[src/rtl/crc16_frame_tx_if.sv]
// Byte-stream handshake bundle for crc16_frame_tx: payload in, framed bytes out,
// plus the running CRC and busy status. The block sits on the slave modport.
interface crc16_frame_tx_if;
   logic [7:0]  i_data;
   logic        i_valid;
   logic        i_last;
   logic        o_ready;
   logic [7:0]  o_data;
   logic        o_valid;
   logic        o_last;
   logic        i_ready;
   logic [15:0] o_crc;
   logic        o_busy;

   modport slave (
      input  i_data, i_valid, i_last, i_ready,
      output o_ready, o_data, o_valid, o_last, o_crc, o_busy
   );

   modport master (
      output i_data, i_valid, i_last, i_ready,
      input  o_ready, o_data, o_valid, o_last, o_crc, o_busy
   );
endinterface

[src/rtl/crc16_frame_tx.sv]
// Transmit framer: forwards payload bytes, runs a bit-serial CRC-16 (LSB first), and
// appends CRC low/high bytes at end of frame. Define CRC_FRAME_XOROUT_EN to invert the appended CRC.
module crc16_frame_tx #(
   parameter logic [15:0] CRC_INIT = 16'h0000,
   parameter logic [15:0] CRC_POLY = 16'h1021
) (
   input  logic             i_clk,
   input  logic             i_rst,
   crc16_frame_tx_if.slave  bus
);

   typedef enum logic [2:0] {IDLE, SHIFT, SEND, CRC_LO, CRC_HI} state_t;

   state_t      state;
   state_t      state_nx;
   logic [2:0]  cnt;
   logic [7:0]  byte_q;
   logic        last_q;
   logic [15:0] crc;
   logic [15:0] crc_app;
   logic        in_frame;
   logic        in_xfer;
   logic        out_xfer;

   function automatic logic [15:0] crc_step(input logic [15:0] c, input logic b);
      if (b == c[0])
         return c >> 1;
      else
         return (c >> 1) ^ CRC_POLY;
   endfunction

   function automatic logic [15:0] crc_out(input logic [15:0] c);
`ifdef CRC_FRAME_XOROUT_EN
      return c ^ 16'hFFFF;
`else
      return c;
`endif
   endfunction

   assign in_xfer  = bus.i_valid && bus.o_ready;
   assign out_xfer = bus.o_valid && bus.i_ready;
   assign crc_app  = crc_out(crc);

   always_ff @(posedge i_clk) begin
      if (i_rst)
         state <= IDLE;
      else
         state <= state_nx;
   end

   always_comb begin
      state_nx = state;
      case (state)
         IDLE:    if (in_xfer) state_nx = SHIFT;
         SHIFT:   if (cnt == 3'd7) state_nx = SEND;
         SEND:    if (out_xfer) state_nx = last_q ? CRC_LO : IDLE;
         CRC_LO:  if (out_xfer) state_nx = CRC_HI;
         CRC_HI:  if (out_xfer) state_nx = IDLE;
         default: state_nx = IDLE;
      endcase
   end

   always_comb begin
      bus.o_ready = 1'b0;
      bus.o_valid = 1'b0;
      bus.o_last  = 1'b0;
      bus.o_data  = 8'h00;
      case (state)
         IDLE:   bus.o_ready = 1'b1;
         SEND: begin
            bus.o_valid = 1'b1;
            bus.o_data  = byte_q;
         end
         CRC_LO: begin
            bus.o_valid = 1'b1;
            bus.o_data  = crc_app[7:0];
         end
         CRC_HI: begin
            bus.o_valid = 1'b1;
            bus.o_data  = crc_app[15:8];
            bus.o_last  = 1'b1;
         end
         default: ;
      endcase
   end

   // in_frame covers the IDLE gaps between payload bytes of one frame
   always_ff @(posedge i_clk) begin
      if (i_rst) begin
         cnt      <= 3'd0;
         byte_q   <= 8'h00;
         last_q   <= 1'b0;
         crc      <= CRC_INIT;
         in_frame <= 1'b0;
      end else begin
         case (state)
            IDLE: begin
               if (in_xfer) begin
                  byte_q   <= bus.i_data;
                  last_q   <= bus.i_last;
                  cnt      <= 3'd0;
                  in_frame <= 1'b1;
               end
            end
            SHIFT: begin
               crc <= crc_step(crc, byte_q[cnt]);
               cnt <= cnt + 3'd1;
            end
            CRC_HI: begin
               if (out_xfer) begin
                  crc      <= CRC_INIT;
                  in_frame <= 1'b0;
               end
            end
            default: ;
         endcase
      end
   end

   assign bus.o_crc  = crc;
   assign bus.o_busy = (state != IDLE) || in_frame;

endmodule

[src/flat_wrapper.sv]
// flat-port wrapper written by rule: the top's interface ports become plain ports
module crc16_frame_tx_flat 
#(
   parameter logic [15:0] CRC_INIT = 16'h0000,
   parameter logic [15:0] CRC_POLY = 16'h1021
)
  (i_clk, i_rst, bus_i_data, bus_i_valid, bus_i_last, bus_i_ready, bus_o_ready, bus_o_data, bus_o_valid, bus_o_last, bus_o_crc, bus_o_busy);
  crc16_frame_tx_if bus_i ();
  input  logic i_clk;
  input  logic i_rst;
  input wire logic [$bits(bus_i.i_data)-1:0] bus_i_data;
  input wire logic [$bits(bus_i.i_valid)-1:0] bus_i_valid;
  input wire logic [$bits(bus_i.i_last)-1:0] bus_i_last;
  input wire logic [$bits(bus_i.i_ready)-1:0] bus_i_ready;
  output wire logic [$bits(bus_i.o_ready)-1:0] bus_o_ready;
  output wire logic [$bits(bus_i.o_data)-1:0] bus_o_data;
  output wire logic [$bits(bus_i.o_valid)-1:0] bus_o_valid;
  output wire logic [$bits(bus_i.o_last)-1:0] bus_o_last;
  output wire logic [$bits(bus_i.o_crc)-1:0] bus_o_crc;
  output wire logic [$bits(bus_i.o_busy)-1:0] bus_o_busy;
  assign bus_i.i_data = bus_i_data;
  assign bus_i.i_valid = bus_i_valid;
  assign bus_i.i_last = bus_i_last;
  assign bus_i.i_ready = bus_i_ready;
  assign bus_o_ready = bus_i.o_ready;
  assign bus_o_data = bus_i.o_data;
  assign bus_o_valid = bus_i.o_valid;
  assign bus_o_last = bus_i.o_last;
  assign bus_o_crc = bus_i.o_crc;
  assign bus_o_busy = bus_i.o_busy;
  crc16_frame_tx #(.CRC_INIT(CRC_INIT), .CRC_POLY(CRC_POLY)) u_core (.i_clk(i_clk), .i_rst(i_rst), .bus(bus_i));
endmodule
[config.mk]
export PLATFORM = sky130hd
export DESIGN_NAME = crc16_frame_tx_flat
export DESIGN_NICKNAME = d
export VERILOG_FILES = /design/src/rtl/crc16_frame_tx_if.sv /design/src/rtl/crc16_frame_tx.sv /design/src/flat_wrapper.sv
export SDC_FILE = /design/constraint.sdc
export NUM_CORES = 1
export LEC_CHECK = 0
export CAP_MARGIN = 40
export CORE_MARGIN = 5
export CORE_UTILIZATION = 47
export DETAILED_ROUTE_END_ITERATION = 7
export PLACE_DENSITY = 0.79
export SLEW_MARGIN = 30
export SYNTH_ARGS = -nofsm -noshare
export SYNTH_HDL_FRONTEND = slang
export SYNTH_SLANG_ARGS = --single-unit
[constraint.sdc]
create_clock -name i_clk -period 2.18 [get_ports i_clk]
set_input_delay 0.436 -clock i_clk [delete_from_list [all_inputs] [get_ports i_clk]]
set_output_delay 0.436 -clock i_clk [all_outputs]
set_load 0.1 [all_outputs]
# Word-level counts from Yosys, hierarchy flattened

Cells that the tools add are included.

Flip-flop bits (word level): 32
Output and inout port bits: 28
Word-level logic and storage cells: 55

$add $sub $neg: 1
Magnitude comparators: 1
Equal/unequal tests: 11
Multiplexer cells: 21
Bitwise operators: 1
Reductions and logical operators: 14

Operators by type and width:

| kind                                                                         | count |
|---|---|
| 16-bit one-hot mux with 2 select lines                                       | 1 |
| 8-bit one-hot mux with 3 select lines                                        | 1 |
| 3-bit 2-to-1 mux                                                             | 6 |
| 16-bit 2-to-1 mux                                                            | 1 |
| 3-bit one-hot mux with 5 select lines                                        | 1 |
| 13-bit 2-to-1 mux                                                            | 1 |
| 2-bit by 1-bit inequality test with 1-bit output, second input constant      | 5 |
| 3-bit by 2-bit == test with 1-bit output, second input constant              | 2 |
| 3-bit == test, second input constant                                         | 2 |
| 1-bit 2-to-1 mux                                                             | 6 |
| 3-bit one-hot mux with 2 select lines                                        | 1 |
| 2-bit AND reduction                                                          | 3 |
| 2-bit nonzero test                                                           | 3 |
| 5-bit AND reduction                                                          | 1 |
| 3-bit by 4-bit less-than comparator with 1-bit output, second input constant | 1 |
| 3-bit by 1-bit adder with 3-bit output, second input constant                | 1 |
| 1-bit binary-select mux with 3-bit select                                    | 1 |
| 3-bit by 1-bit == test with 1-bit output, second input constant              | 1 |
| 3-bit logical NOT                                                            | 1 |
| 3-bit inverter                                                               | 1 |
| 3-bit AND reduction                                                          | 1 |
| 3-bit nonzero test                                                           | 1 |
| 3-bit OR reduction                                                           | 1 |
| 1-bit logical AND                                                            | 2 |
| 4 further kinds                                                              | 4 |

# Depth between registers and ports, before layout

Depth in word-level cells: 6
Depth in mapped cells: 7

# Worst setup path after synthesis

No wires, ideal clock.

Path type: reg-to-output
Start point: register u_core.state[2]
End point: output bus_o_busy
Data arrival time: 4.014 ns
Data required time: 1.744 ns
Setup slack: -2.270 ns
Stages on the path, launching flop included: 4
Buffers on the path: 1
Cells stage by stage: dfxtp_1 clkbuf_1 nor3_1 nand2b_1

Word-level cells in the longest chain between the ends: 2

RTL lines:

| element                  | line                  | source |
|---|---|---|
| start: declaration       | crc16_frame_tx.sv:14  | `state_t state;` |
| start signal: assignment | crc16_frame_tx.sv:48  | `state <= state_nx;` |
| 3-bit nonzero test       | crc16_frame_tx.sv:121 | `assign bus.o_busy = (state != IDLE) \|\| in_frame;` |
| 1-bit logical OR         | crc16_frame_tx.sv:121 |  |
| end: declaration         | flat_wrapper.sv:20    | `output wire logic [$bits(bus_i.o_busy)-1:0] bus_o_busy;` |

No other way between the ends.

# Final worst setup path

Start point: register u_core.state[2]
End point: output bus_o_data[1]

Word-level cells in the longest chain between the ends: 2

RTL lines:

| element                                                                          | line                 | source |
|---|---|---|
| 3-bit == test / 3-bit by 2-bit == test with 1-bit output (equally long branches) | crc16_frame_tx.sv:68 | `case (state)` |
| 8-bit one-hot mux with 3 select lines *                                          | crc16_frame_tx.sv:68 |  |
| end: declaration                                                                 | flat_wrapper.sv:16   | `output wire logic [$bits(bus_i.o_data)-1:0] bus_o_data;` |

Mark *: on every way between the ends. The rest lies on a longest branch, timed or not.

==> qor.yml <==
status:
  status: "completed"
worst_setup_path:
  critPathCaptureType: "primary output"
  worst_setup_path_start_kind: "flop"
  cpPeakStageDelay_ns: 0.46
  required_ns: 1.74
  crit_chain: "nor2b_2, a22oi_1, o21ai_4, buf_12"
  cp_slowest_cell: "dfxtp_2"
  critPathArrivalTime_ns: 1.64
  crit_path_max_fanout: 10
  critPathKind: "reg2out"
finish:
  drive_above_1_share: 0.277
  num_antenna_cells: 0
  syn2layout_area_growth_pct: 43.0
  nFillCells: 237
  fin_area_sq_mm: 0.00205
  layout.nets: 227
floorplan:
  ios: 41
  core-area_sq_mm: 0.00298
  placementRows: 20
  start_util: 0.481
  die_h_microns: 65.2
  die_x_microns: 65.2
  dieArea_sq_mm: 0.00425
yosys:
  synthCells: 177
  synth_common_cells: "31 x nand2_1, 29 x dfxtp_1, 28 x nor2_1"
  yosys.area.top_type: "dfxtp_1"
  synth_top_cell_area_share: 0.405
  synth_most_common_cell: "nand2_1"
  async_flop_share: 0
  synth_seq_cells: 29
  yosys_warnings: 0
  synth_edf_count: 0
  synthTopCellsByArea: "dfxtp_1 41%, a22oi_1 8.9%, nand2_1 8.1%, nor2_1 7.3%, a21oi_1 5.2%"
  synthFlopType: "dfxtp_1"
  synthDistinctLibCells: 31
  syn_area_sq_mm: 0.00143
  syn_avg_cell_area_sq_um: 8.09
  ys_seq_area_frac: 0.405
placed_design:
  dp_hpwl_microns: 2840
  io_buffers: 37
  dpl_cell_area_sq_mm: 0.00198
  gp_congestion: 0.850
power:
  leakage_nw: 0.780
  p_switching_mw: 1.09
  swShare: 0.494
  seqPwrFrac: 0.297
  power_frac_clock: 0.147
  p_int_mw: 1.11
  power_frac_comb: 0.556
  power.density_mw_per_mm2: 1070
  ir_worst_vdd_mv: 0.613
route:
  wl_microns: 3690
  ant_nets: 0
  drt_iter0_markers: 101
  firstDrtPassIters: 4
  wl_met1_microns: 1490
  top_layer: "met4"
  drc: 0
  avgRoutedWirePerCell_microns: 15.0
  route.met3.wl_microns: 226
  vias: 1390
  wl_met2_microns: 1930
  viasPerCell: 5.65
timing:
  finalHoldViolCount: 0
  skew_ns: 0.0141
  max_freq_mhz: 483
  min_period_ns: 2.07
  finalMaxSlewViolations: 0
  rsz0062_at_grt: "false"
  worst_hold_slack_ns: 0.486
  setup_viol: 0
  period_share: 0.951
clock_network:
  cts-root-buf: "clkbuf_4"
  clock_sinks: 29
  cts_buffers: 5
  tritoncts: "done"
  htree_levels: 2
  clk_path_buf_depth: 2
  clk_latency_ns: 0.34
  cts.clk_slew.worst_paths_ns: 0.11
grt:
  grtUsageTotal: 0.189
  grt_remaining_overflow: 0
  grt_start_max_net_pins: 30
  grt_pass1_vias: 1303
  grt_pass1_wl_microns: 6090
  antenna_found_initial: 0
run:
  drv_cap: 0
worst_hold_path:
  hp-class: "reg2reg"
==> power by group through the flow <==
| stage | logic (mW) | registers, mW | clock network [mW] |
|---|---|---|---|
| 2_1_floorplan | 0.843 | 0.693 | 0 |
| 3_3_place_gp | 1.18 | 0.660 | 0 |
| 3_5_place_dp | 1.20 | 0.665 | 0 |
| 4_1_cts | 1.22 | 0.652 | 0.326 |
| 5_1_grt | 1.30 | 0.663 | 0.355 |
| 6_report | 1.22 | 0.654 | 0.323 |
==> area by class of cell <==
type | instances | area, sq um | area share
Clock buffer | 5 | 37.5 | 0.0183
Clock inverter | 3 | 17.5 | 0.00855
Inverter | 1 | 3.75 | 0.00183
Multi-Input combinational cell | 134 | 875 | 0.427
Sequential cell | 29 | 586 | 0.286
Tap cell | 33 | 41.3 | 0.0202
Timing Repair Buffer | 41 | 488 | 0.238
==> flip-flops by register name (all words and copies together), names as in the netlist <==
name,count
u_core.cnt,3
u_core.byte_q,8
u_core.state,3
u_core.bus.o_crc,13
u_core.last_q,1
u_core.in_frame,1
==> kinds of logic after synthesis <==
group / after synthesis / share of synthesized area
compound gates: 44 / 0.192
xor+xnor: 3 / 0.0279
fa+ha+maj: 2 / 0.0175
buf+inv: 16 / 0.0533
flops: 29 / 0.405
mux: 9 / 0.0900
other cells: 1 / 0.00262
simple gates: 73 / 0.211
==> what timing repair did <==
action,4_1_cts,5_1_grt
gates cloned,0,0
gates resized for setup,3,2
hold buffers,0,0
endpoints found under the hold margin,0,0
endpoints found under the setup margin,5,5
setup buffers,0,0
==> critical path, delay by kind of cell (launching register included) <==
| kind | cells | cell delay (ns) |
|---|---|---|
| buffers and inverters | 1 | 0.19 |
| DFF | 1 | 0.46 |
| and+or+nand+nor | 1 | 0.28 |
| AOI/OAI and AO/OA | 2 | 0.36 |
==> through the flow <==
| step | total power, mW | utilization | TNS [ns] | worst slack, ns | instances |
|---|---|---|---|---|---|
| floorplan | 1.54 | - | -2.48 | -0.437 | 179 |
| detailed placement | 1.86 | 0.665 | 0 | 0.148 | 238 |
| global route | 2.31 | 0.688 | 0 | 0.0252 | 246 |
| CTS | 2.19 | 0.685 | 0 | 0.0364 | 246 |
| global placement | 1.84 | 0.665 | 0 | 0.220 | 238 |
| finish | 2.20 | 0.688 | 0 | 0.108 | 246 |
==> layout by cell type, fill, tap and decap left out, types with 2 or more instances in the layout <==
cell,count
mux2i_1,5
nor2_2,2
a22oi_1,17
nand2_1,31
nand2b_1,5
dfxtp_1,25
mux4_2,2
clkbuf_4,5
buf_12,12
nor2_4,4
o21ai_2,3
o21ai_4,3
nand3_1,3
conb_1,3
ha_1,2
a21oi_1,15
nor2_1,23
buf_4,17
dfxtp_2,4
clkinv_2,2
clkdlybuf4s50_1,12
==> metal layers <==
layer | vias up | GRT usage
met2 | 45 | 0.322
met4 | 0 | 0.0570
met1 | 657 | 0.225
met3 | 7 | 0.0615
li1 | 681 | -
met5 | - | 0
==> worst paths after layout <==
check	startpoint	to	slack, ns	cells after the start
max	u_core.state[2]	bus_o_data[1]	0.11	4
min	u_core.in_frame	u_core.in_frame	0.49	2
max reg2reg	u_core.cnt[0]	u_core.bus.o_crc[0]	0.35	5
min reg2reg	u_core.in_frame	u_core.in_frame	0.49	2
No activity file was read; power rests on OpenSTA's default activity.
